File: config.mk
export PLATFORM = sky130hd
export DESIGN_NAME = branch_resolve_flat
export DESIGN_NICKNAME = d
export VERILOG_FILES = /design/src/rtl/blu_pkg.sv /design/src/rtl/branch_resolve_if.sv /design/src/rtl/branch_resolve_blu.sv /design/src/rtl/branch_resolve.sv /design/src/flat_wrapper.sv
export SDC_FILE = /design/constraint.sdc
export NUM_CORES = 1
export LEC_CHECK = 0
export BUFFER_PORTS_ARGS = -buffer_cell sky130_fd_sc_hd__buf_2
export CAP_MARGIN = 20
export CELL_PAD_IN_SITES_DETAIL_PLACEMENT = 1
export CELL_PAD_IN_SITES_GLOBAL_PLACEMENT = 2
export CORE_MARGIN = 2
export CORE_UTILIZATION = 34
export CTS_BUF_LIST = sky130_fd_sc_hd__clkbuf_8
export CTS_CLUSTER_DIAMETER = 120
export DETAILED_ROUTE_END_ITERATION = 16
export PLACE_DENSITY = 0.95
export SYNTH_ARGS = -nofsm -noshare
export SYNTH_HDL_FRONTEND = slang
export SYNTH_SLANG_ARGS = --single-unit
File: constraint.sdc
create_clock -name clk -period 4.4 [get_ports clk]
set_input_delay 0.44 -clock clk [delete_from_list [all_inputs] [get_ports clk]]
set_output_delay 0.44 -clock clk [all_outputs]
set_load 0.01 [all_outputs]
File: src/rtl/blu_pkg.sv
// rtl/blu_pkg.sv - shared types for the branch logic unit and branch resolution
package blu_pkg;

    // Condition evaluated by the BLU; the result lands in out[0].
    typedef enum logic [2:0] {
        BLU_OP_EQUAL,
        BLU_OP_NOT_EQUAL,
        BLU_OP_LESS_THAN_SIGNED,
        BLU_OP_GREATER_EQUAL_SIGNED,
        BLU_OP_LESS_THAN_UNSIGNED,
        BLU_OP_GREATER_EQUAL_UNSIGNED
    } BLU_opcode;

    // Control-transfer class of the instruction in execute.
    typedef enum logic [1:0] {
        BR_NONE,
        BR_COND,
        BR_JAL,
        BR_JALR
    } BR_kind;

    // IDLE: nothing held; BUSY: writeback and redirect (if any) pending;
    // WAIT_OUT: only writeback pending; WAIT_REDIR: only redirect pending.
    typedef enum logic [1:0] {
        IDLE,
        BUSY,
        WAIT_OUT,
        WAIT_REDIR
    } BR_state;

    localparam int BR_PC_STEP = 4;

endpackage

File: src/rtl/branch_resolve_if.sv
// rtl/branch_resolve_if.sv - instruction, writeback and redirect signals of branch_resolve
// Ports (slave = branch_resolve side):
//   issue     : in_valid/in_ready, kind, blu_op, pc, imm, rs1, rs2, pred_pc
//   writeback : out_valid/out_ready, out_link, out_exc
//   redirect  : redirect_valid/redirect_ack, redirect_pc, flush
//   control   : squash (trap kill), mispredict_count (status)
interface branch_resolve_if #(
    parameter int XLEN = 32
);
    import blu_pkg::*;

    logic            in_valid;
    logic            in_ready;
    BR_kind          kind;
    BLU_opcode       blu_op;
    logic [XLEN-1:0] pc;
    logic [XLEN-1:0] imm;
    logic [XLEN-1:0] rs1;
    logic [XLEN-1:0] rs2;
    logic [XLEN-1:0] pred_pc;

    logic            out_valid;
    logic            out_ready;
    logic [XLEN-1:0] out_link;
    logic            out_exc;

    logic            redirect_valid;
    logic            redirect_ack;
    logic [XLEN-1:0] redirect_pc;
    logic            flush;

    logic            squash;
    logic [31:0]     mispredict_count;

    modport master (
        output in_valid, kind, blu_op, pc, imm, rs1, rs2, pred_pc,
        output out_ready, redirect_ack, squash,
        input  in_ready, out_valid, out_link, out_exc,
        input  redirect_valid, redirect_pc, flush, mispredict_count
    );

    modport slave (
        input  in_valid, kind, blu_op, pc, imm, rs1, rs2, pred_pc,
        input  out_ready, redirect_ack, squash,
        output in_ready, out_valid, out_link, out_exc,
        output redirect_valid, redirect_pc, flush, mispredict_count
    );

endinterface

File: src/rtl/branch_resolve_blu.sv
// rtl/branch_resolve_blu.sv - branch logic unit: combinational condition evaluation
// Ports:
//   in1, in2 : operands (rs1, rs2)
//   op       : condition select
//   out      : condition result in bit 0, upper bits zero
module BLU
    import blu_pkg::*;
#(
    parameter int XLEN = 32
) (
    input  logic [XLEN-1:0] in1,
    input  logic [XLEN-1:0] in2,
    input  BLU_opcode       op,
    output logic [XLEN-1:0] out
);

    always_comb begin
        out = '0;
        case (op)
            BLU_OP_EQUAL:                  out[0] = (in1 == in2);
            BLU_OP_NOT_EQUAL:              out[0] = (in1 != in2);
            BLU_OP_LESS_THAN_SIGNED:       out[0] = ($signed(in1) <  $signed(in2));
            BLU_OP_GREATER_EQUAL_SIGNED:   out[0] = ($signed(in1) >= $signed(in2));
            BLU_OP_LESS_THAN_UNSIGNED:     out[0] = (in1 <  in2);
            BLU_OP_GREATER_EQUAL_UNSIGNED: out[0] = (in1 >= in2);
            default:                       out[0] = 1'b0;
        endcase
    end

endmodule

File: src/rtl/branch_resolve.sv
// rtl/branch_resolve.sv - execute-stage branch resolution with fetch redirect
// Ports:
//   clk, reset_n : clock, asynchronous active-low reset
//   bus          : branch_resolve_if.slave (issue, writeback, redirect, squash, count)
module branch_resolve
    import blu_pkg::*;
#(
    parameter int XLEN = 32
) (
    input  logic              clk,
    input  logic              reset_n,
    branch_resolve_if.slave   bus
);

    BR_state         state, state_next;
    logic [XLEN-1:0] link_q;
    logic            exc_q;
    logic [XLEN-1:0] redir_pc_q;
    logic            redir_req_q;
    logic            flush_q;
    logic [31:0]     count_q;

    logic [XLEN-1:0] blu_out;
    logic            unused_blu;

    BLU #(.XLEN(XLEN)) u_blu (
        .in1 (bus.rs1),
        .in2 (bus.rs2),
        .op  (bus.blu_op),
        .out (blu_out)
    );

    assign unused_blu = ^blu_out[XLEN-1:1];

    // Resolution of the instruction currently offered on the issue side.
    logic [XLEN-1:0] seq_pc, jalr_sum, target, next_pc, link;
    logic            taken, exc, mispredict;

    always_comb begin
        seq_pc   = bus.pc + XLEN'(BR_PC_STEP);
        jalr_sum = bus.rs1 + bus.imm;
        target   = bus.pc + bus.imm;
        taken    = 1'b0;
        link     = '0;
        case (bus.kind)
            BR_COND: taken = blu_out[0];
            BR_JAL: begin
                taken = 1'b1;
                link  = seq_pc;
            end
            BR_JALR: begin
                taken  = 1'b1;
                target = {jalr_sum[XLEN-1:1], 1'b0};
                link   = seq_pc;
            end
            default: taken = 1'b0;
        endcase
        next_pc    = taken ? target : seq_pc;
        exc        = taken && (target[1:0] != 2'b00);
        mispredict = !exc && (next_pc != bus.pred_pc);
    end

    // Pending items are implied by the state; a BUSY entry without a
    // mispredict carries no redirect, so redir_req_q gates the valid.
    logic out_fire, redir_fire, out_done, redir_done, accept;

    assign bus.out_valid      = (state == BUSY) || (state == WAIT_OUT);
    assign bus.redirect_valid = ((state == BUSY) || (state == WAIT_REDIR)) && redir_req_q;
    assign out_fire   = bus.out_valid && bus.out_ready;
    assign redir_fire = bus.redirect_valid && bus.redirect_ack;
    assign out_done   = !bus.out_valid || out_fire;
    assign redir_done = !bus.redirect_valid || redir_fire;

    // Ready whenever everything still held completes this cycle.
    assign bus.in_ready = out_done && redir_done;
    // A trap squash kills both the held instruction and any same-cycle issue.
    assign accept       = bus.in_valid && bus.in_ready && !bus.squash;

    always_comb begin
        state_next = state;
        if (bus.squash) begin
            state_next = IDLE;
        end else if (accept) begin
            state_next = BUSY;
        end else begin
            case (state)
                BUSY: begin
                    if (out_done && redir_done) state_next = IDLE;
                    else if (out_done)          state_next = WAIT_REDIR;
                    else if (redir_done)        state_next = WAIT_OUT;
                end
                WAIT_OUT:   if (out_done)   state_next = IDLE;
                WAIT_REDIR: if (redir_done) state_next = IDLE;
                default:    state_next = IDLE;
            endcase
        end
    end

    always_ff @(posedge clk or negedge reset_n) begin
        if (!reset_n) begin
            state <= IDLE;
        end else begin
            state <= state_next;
        end
    end

    // Redirect only ever rises on the cycle after an accept, so the flush
    // pulse and the count update both key off the accepting edge.
    always_ff @(posedge clk or negedge reset_n) begin
        if (!reset_n) begin
            link_q      <= '0;
            exc_q       <= 1'b0;
            redir_pc_q  <= '0;
            redir_req_q <= 1'b0;
            flush_q     <= 1'b0;
            count_q     <= '0;
        end else begin
            flush_q <= accept && mispredict;
            if (accept) begin
                link_q      <= link;
                exc_q       <= exc;
                redir_pc_q  <= next_pc;
                redir_req_q <= mispredict;
                if (mispredict && (count_q != 32'hFFFF_FFFF)) begin
                    count_q <= count_q + 32'd1;
                end
            end
        end
    end

    assign bus.out_link         = link_q;
    assign bus.out_exc          = exc_q;
    assign bus.redirect_pc      = redir_pc_q;
    assign bus.flush            = flush_q;
    assign bus.mispredict_count = count_q;

endmodule

File: src/flat_wrapper.sv
// flat-port wrapper written by rule: the top's interface ports become plain ports
module branch_resolve_flat import blu_pkg::*;
#(
    parameter int XLEN = 32
)
  (clk, reset_n, bus_in_valid, bus_kind, bus_blu_op, bus_pc, bus_imm, bus_rs1, bus_rs2, bus_pred_pc, bus_out_ready, bus_redirect_ack, bus_squash, bus_in_ready, bus_out_valid, bus_out_link, bus_out_exc, bus_redirect_valid, bus_redirect_pc, bus_flush, bus_mispredict_count);
  branch_resolve_if #(.XLEN(XLEN)) bus_i ();
  input  logic clk;
  input  logic reset_n;
  input wire logic [$bits(bus_i.in_valid)-1:0] bus_in_valid;
  input wire logic [$bits(bus_i.kind)-1:0] bus_kind;
  input wire logic [$bits(bus_i.blu_op)-1:0] bus_blu_op;
  input wire logic [$bits(bus_i.pc)-1:0] bus_pc;
  input wire logic [$bits(bus_i.imm)-1:0] bus_imm;
  input wire logic [$bits(bus_i.rs1)-1:0] bus_rs1;
  input wire logic [$bits(bus_i.rs2)-1:0] bus_rs2;
  input wire logic [$bits(bus_i.pred_pc)-1:0] bus_pred_pc;
  input wire logic [$bits(bus_i.out_ready)-1:0] bus_out_ready;
  input wire logic [$bits(bus_i.redirect_ack)-1:0] bus_redirect_ack;
  input wire logic [$bits(bus_i.squash)-1:0] bus_squash;
  output wire logic [$bits(bus_i.in_ready)-1:0] bus_in_ready;
  output wire logic [$bits(bus_i.out_valid)-1:0] bus_out_valid;
  output wire logic [$bits(bus_i.out_link)-1:0] bus_out_link;
  output wire logic [$bits(bus_i.out_exc)-1:0] bus_out_exc;
  output wire logic [$bits(bus_i.redirect_valid)-1:0] bus_redirect_valid;
  output wire logic [$bits(bus_i.redirect_pc)-1:0] bus_redirect_pc;
  output wire logic [$bits(bus_i.flush)-1:0] bus_flush;
  output wire logic [$bits(bus_i.mispredict_count)-1:0] bus_mispredict_count;
  assign bus_i.in_valid = bus_in_valid;
  assign bus_i.kind = bus_kind;
  assign bus_i.blu_op = bus_blu_op;
  assign bus_i.pc = bus_pc;
  assign bus_i.imm = bus_imm;
  assign bus_i.rs1 = bus_rs1;
  assign bus_i.rs2 = bus_rs2;
  assign bus_i.pred_pc = bus_pred_pc;
  assign bus_i.out_ready = bus_out_ready;
  assign bus_i.redirect_ack = bus_redirect_ack;
  assign bus_i.squash = bus_squash;
  assign bus_in_ready = bus_i.in_ready;
  assign bus_out_valid = bus_i.out_valid;
  assign bus_out_link = bus_i.out_link;
  assign bus_out_exc = bus_i.out_exc;
  assign bus_redirect_valid = bus_i.redirect_valid;
  assign bus_redirect_pc = bus_i.redirect_pc;
  assign bus_flush = bus_i.flush;
  assign bus_mispredict_count = bus_i.mispredict_count;
  branch_resolve #(.XLEN(XLEN)) u_core (.clk(clk), .reset_n(reset_n), .bus(bus_i));
endmodule
Word-level counts from Yosys, hierarchy flattened

Index checks and enable logic that the tools add are counted.
Widths: inputs -> output; s select.

$mul: 0
Divide/modulo/power cells: 0
Reduce and logical (&&, ||, !) cells: 23
Equal/unequal tests: 18
$add $sub $neg: 4
Shift-type cells: 0
Bitwise operators: 0
Muxes and demuxes: 13
Magnitude comparators: 4

Operators with widths:

| operator              | number |
|---|---|
| $mux 32               | 3 |
| $add 32x32->32        | 2 |
| $ge 32x32->1          | 2 |
| $lt 32x32->1          | 2 |
| $ne 32x32->1          | 2 |
| $add 32x1->32 const B | 1 |
| $add 32x3->32 const B | 1 |
| $eq 32x32->1          | 1 |
| $ne 32x32->1 const B  | 1 |
| $mux 2                | 7 |
| $logic_and 1x1->1     | 10 |
| $eq 2x2->1 const B    | 4 |
| $ne 4x2->1 const B    | 2 |
| $eq 3x2->1 const B    | 2 |
| $eq 3x3->1 const B    | 2 |
| $ne 6x2->1 const B    | 1 |
| $pmux 1 s6            | 1 |
| $pmux 2 s3            | 1 |
| $eq 2x1->1 const B    | 2 |
| $logic_not 1->1       | 4 |
| $logic_or 1x1->1      | 4 |
| $eq 3x1->1 const B    | 1 |
| $logic_not 3->1       | 1 |
| $reduce_and 3->1      | 1 |
| other kinds (4)       | 4 |

RAM bits: 0
Memories kept: 0
Flip-flop bits (word level): 101
ROM bits: 0
Logic and storage cells: 69
Latch bits: 0

Depth between registers and ports, before layout

Word-level depth: 11
Depth in mapped cells: 19
Depth with buffers taken out: 15

Modules after synthesis

From an unflattened synthesis, not the netlist that was laid out.

Cell total of the unflattened synthesis: 1,404
Area, all modules: 11,118.2 um2

Modules (own cells, without submodules):

| module         | sequential area each (um2) | cells each | area each (um2) | instances |
|---|---|---|---|---|
| branch_resolve | 2,527.4                    | 1,249      | 9,970.8         | 1 |
| BLU            | 0.0                        | 155        | 1,147.4         | 1 |

Least setup slack after synthesis

No wires, ideal clock.

Kind: input to register
Start: input port bus_imm[0]
End: register u_core.count_q[1], in the netlist u_core.bus.mispredict_count[1]
Data arrival time: 4.304 ns
Cell stages on the path: 17
Slack: -0.031 ns
Data required time: 4.272 ns
Buffers on the path: 2
Path through: and2_1 > fa_1 > a211oi_1 > nor4_1 > a211oi_1 > o21ai_0 > nand3_1 > a21oi_1 > a2111oi_0 > or3_1 > o2111ai_1 > or4_1 > or4_1 > clkbuf_1 > buf_6 > nand2_2 > mux2_1

Cells in the longest elaborated chain, start to end: 8

Ends and longest elaborated chain:

| element                                         | line                                       | RTL |
|---|---|---|
| start, declared                                 | flat_wrapper.sv:14                         | `input wire logic [$bits(bus_i.imm)-1:0] bus_imm;` |
| $add 32x32->32, on equally long branches        | branch_resolve.sv:42, branch_resolve.sv:41 |  |
| $mux 32 *                                       | branch_resolve.sv:45                       | `case (bus.kind)` |
| branches (longest 3 deep; another with $mux 32) | -                                          |  |
| $logic_and 1x1->1 *                             | branch_resolve.sv:60                       | `mispredict = !exc && (next_pc != bus.pred_pc);` |
| $logic_and 1x1->1 *                             | branch_resolve.sv:124                      | `if (mispredict && (count_q != 32'hFFFF_FFFF)) begin` |
| $reduce_and 2->1 (no source line) *             | -                                          |  |
| end signal, assigned                            | branch_resolve.sv:125                      | `count_q <= count_q + 32'd1;` |
| end, declared                                   | branch_resolve.sv:21                       | `logic [31:0] count_q;` |

Mark *: on every way between the ends.
A chain may end at the register's enable or synchronous reset.

Final worst setup path

Ends and elaborated chain as after synthesis.

==> results by group <==
Run status
  – Status: complete, no violations

Logic synthesis
  – Post-Syn Area per Cell: 7.71 µm²
  – Seq/Total Area, Yosys: 0.227
  – Yosys top cell area share: 0.227
  – Asr flop ratio synth: 1.00
  – Top post-synthesis cells by area: dfrtp_1 23%, ha_1 11%, nand2_1 6.3%, xnor2_1 6.1%, o21ai_0 5.2%
  – Yosys cell types: 82
  – Post-synth top area cell: dfrtp_1
  – Post-synthesis instance total: 1,442
  – Post-synthesis register bit count: 101
  – Post-synthesis net count: 1,713
  – Most frequent cell after synthesis: nand2_1
  – Top_reg_cell synth: dfrtp_1
  – Post-synth EDFFs: 0
  – Area of the mapped netlist: 11,100 µm²
  – Top cells by count, synth: 186 x nand2_1, 115 x o21ai_0, 106 x a21oi_1
  – Synth Warn #: 0

Critical path
  – Worst EP arrival: 4.64 ns
  – Crit. End Element: flip-flop
  – Startpoint Class: input port
  – Crit-path max FO: 8
  – Crit Path Class: input port to flip-flop
  – FF-to-FF setup slack: 1.33 ns
  – Critical Path RT: 4.67 ns

Placed design
  – Placer's final routability congestion estimate: 0.962
  – Number of I/O port buffers: 271
  – DP Area: 14,700 µm²
  – Placed cell count: 2,341
  – DP Wirelength: 40,700 µm
  – Setup WS pre-CTS: -0.561 ns

Route
  – # DRC: 0
  – First drt pass iteration count: 5
  – Via density: 5.58
  – Vias: 13,300
  – Final ANT Viol Nets: 0
  – Drt first-iter violations: 665
  – Average wire per standard cell: 20.4 µm
  – Routed WL: 48,400 µm

Power
  – Peak VDD IR: 0.000160 V
  – Power Density: 243 nW/µm²
  – Total Power: 3.71 mW
  – Leak: 7.38 nW

Floorplanning
  – Die Area: 34,200 µm²
  – Core area: 32,400 µm²
  – Die Span X: 185 µm
  – Starting Density: 0.343
  – Row count: 66
  – Top Ports: 272
  – Die H: 185 µm

Timing
  – Minimum clock period: 4.37 ns
  – Setup ws final: 0.0264 ns
  – RSZ-0062 raised after global routing: yes
  – Endpoints failing hold: 0
  – Final Cycle Share: 0.994
  – Worst Tran Pin Value: 0.979 ns
  – Clk_skew: 0.0116 ns
  – Slew HR: 0.348
  – Slew Limit Fails: 0
  – Fmax: 229 MHz
  – Final setup fails: 0

Final layout
  – FILL cells: 4,162
  – Final instance area: 15,300 µm²
  – Non-Filler Instances: 2,376
  – Area Growth Syn to Fin: 37.2%
  – Share of cells above drive strength 1: 0.323
  – Nets: 2,187

GRT
  – Tot GR Track Use: 0.274
  – Largest net degree at the start of global routing: 104
  – Grt total ovfl: 0
  – Initial antenna violation count: 18
  – Vias in the first global route: 13,400
  – First-pass GRT wire length: 72,900 µm

Clocking
  – Clock latency at the later pin of the worst-skew pair: 0.38 ns
  – Hold_buf cts: 0
  – Clk root buf: clkbuf_8
  – TritonCTS clock tree: built
  – Clk slew on worst S/H paths: 0.10 ns
  – TritonCTS Buffers: 9
  – Clock Path Buffers: 2
  – Sinks on Clock Net: 101
  – H-Tree Depth: 3

Worst hold path
  – Worst Hold Class: input port to asynchronous set/reset pin

Job
  – Max-cap viol count: 0
## placed cells by master (no fill, tap or decap), drive strengths merged, types with 13 or more instances in the layout
cell type,Yosys,routed
o21ai,117,117
nor3,26,26
nand4,33,33
diode,0,13
ha,98,98
a21o,24,24
dfrtp,101,101
and3,35,35
a211oi,32,32
and2,22,22
nand2b,17,17
a21oi,106,106
a31oi,16,16
buf,16,527
inv,59,62
o211ai,17,17
nand3,62,62
mux2i,17,17
xor2,39,39
nand2,188,188
xnor2,77,77
o21a,15,15
nor2,91,91
## power by group
group | internal (mW) | total [mW] | switching [mW]
registers | 1.07 | 1.17 | 0.0976
clock network | 0.209 | 0.556 | 0.348
logic | 0.875 | 1.99 | 1.11
total | 2.15 | 3.71 | 1.56
## kinds of logic (layout without fill, tap and decap cells)
kind of cell | after synthesis | in the layout | share of synthesized area
other cells | 0 | 13 | 0
simple gates | 546 | 546 | 0.243
buf+inv | 123 | 602 | 0.0433
mux | 26 | 26 | 0.0248
compound gates | 428 | 428 | 0.252
flops | 101 | 101 | 0.227
xor+xnor | 118 | 118 | 0.0954
fa+ha+maj | 100 | 100 | 0.114
## final cells by class
type,count,area (µm²),share of cell area
clock inverter,7,51.3,0.00336
tap,442,553,0.0363
antenna,13,32.5,0.00213
sequential,101,2530,0.166
clock buffer,9,124,0.00812
inverter,59,221,0.0145
multi-input combinational,1218,8410,0.551
timing repair buffer,527,3340,0.219
## worst max-delay path, cell delays in order
cell	delay [ns]
buf_2	0.14
ha_4	0.17
fa_2	0.34
a21o_1	0.23
a221oi_4	0.32
buf_6	0.15
and4b_2	0.26
o31ai_4	0.08
a211oi_2	0.27
xnor2_1	0.17
mux2i_1	0.13
mux2i_1	0.25
xor2_1	0.10
or4_1	0.49
or4_4	0.54
buf_8	0.17
nand2_4	0.06
mux2_1	0.31
## state kept, by name, indices dropped and copies added, names as in the netlist
| register | count |
|---|---|
| u_core.bus.flush | 1 |
| u_core.bus.out_exc | 1 |
| u_core.bus.out_link | 32 |
| u_core.bus.redirect_pc | 32 |
| u_core.state | 2 |
| u_core.bus.mispredict_count | 32 |
| u_core.redir_req_q | 1 |
## layer usage
metal | vias to the layer above | global-route usage | routed length [µm]
li1 | 6247 | - | -
met1 | 6456 | 0.358 | 21000
met2 | 458 | 0.458 | 22900
met3 | 87 | 0.0350 | 2980
met4 | 10 | 0.110 | 1490
met5 | - | 0 | 71
## stage by stage
step           setup TNS (ns)   util  hold WS, ns
5_1_grt                 -4.78  0.471        0.201
2_1_floorplan               0      -        0.144
4_1_cts              -0.00131  0.461        0.179
3_3_place_gp           -15.08  0.454        0.458
3_5_place_dp           -16.88  0.454        0.464
6_report                    0  0.471        0.167
## worst paths after layout
check                                               startpoint                              to  depth (start not counted)
worst min register to register      u_core.bus.redirect_pc[26]      u_core.bus.redirect_pc[26]                          2
min in group clk                                    bus_squash                 u_core.state[1]                          2
worst max register to register  u_core.bus.mispredict_count[0]  u_core.bus.mispredict_count[1]                         10
max in group asynchronous                              reset_n      u_core.bus.redirect_pc[19]                          2
worst min-delay path                                   reset_n                 u_core.state[0]                          1
worst max-delay path                                bus_imm[0]  u_core.bus.mispredict_count[1]                         18
## repair_timing
| item | CTS | global route |
|---|---|---|
| pin swaps | 2 | 15 |
| buffers inserted | 1 | 5 |
| cloned | 0 | 0 |
| resized for setup | 11 | 58 |
| setup endpoints to repair | 32 | 34 |
Note: power is estimated with default switching activity, not from simulation.
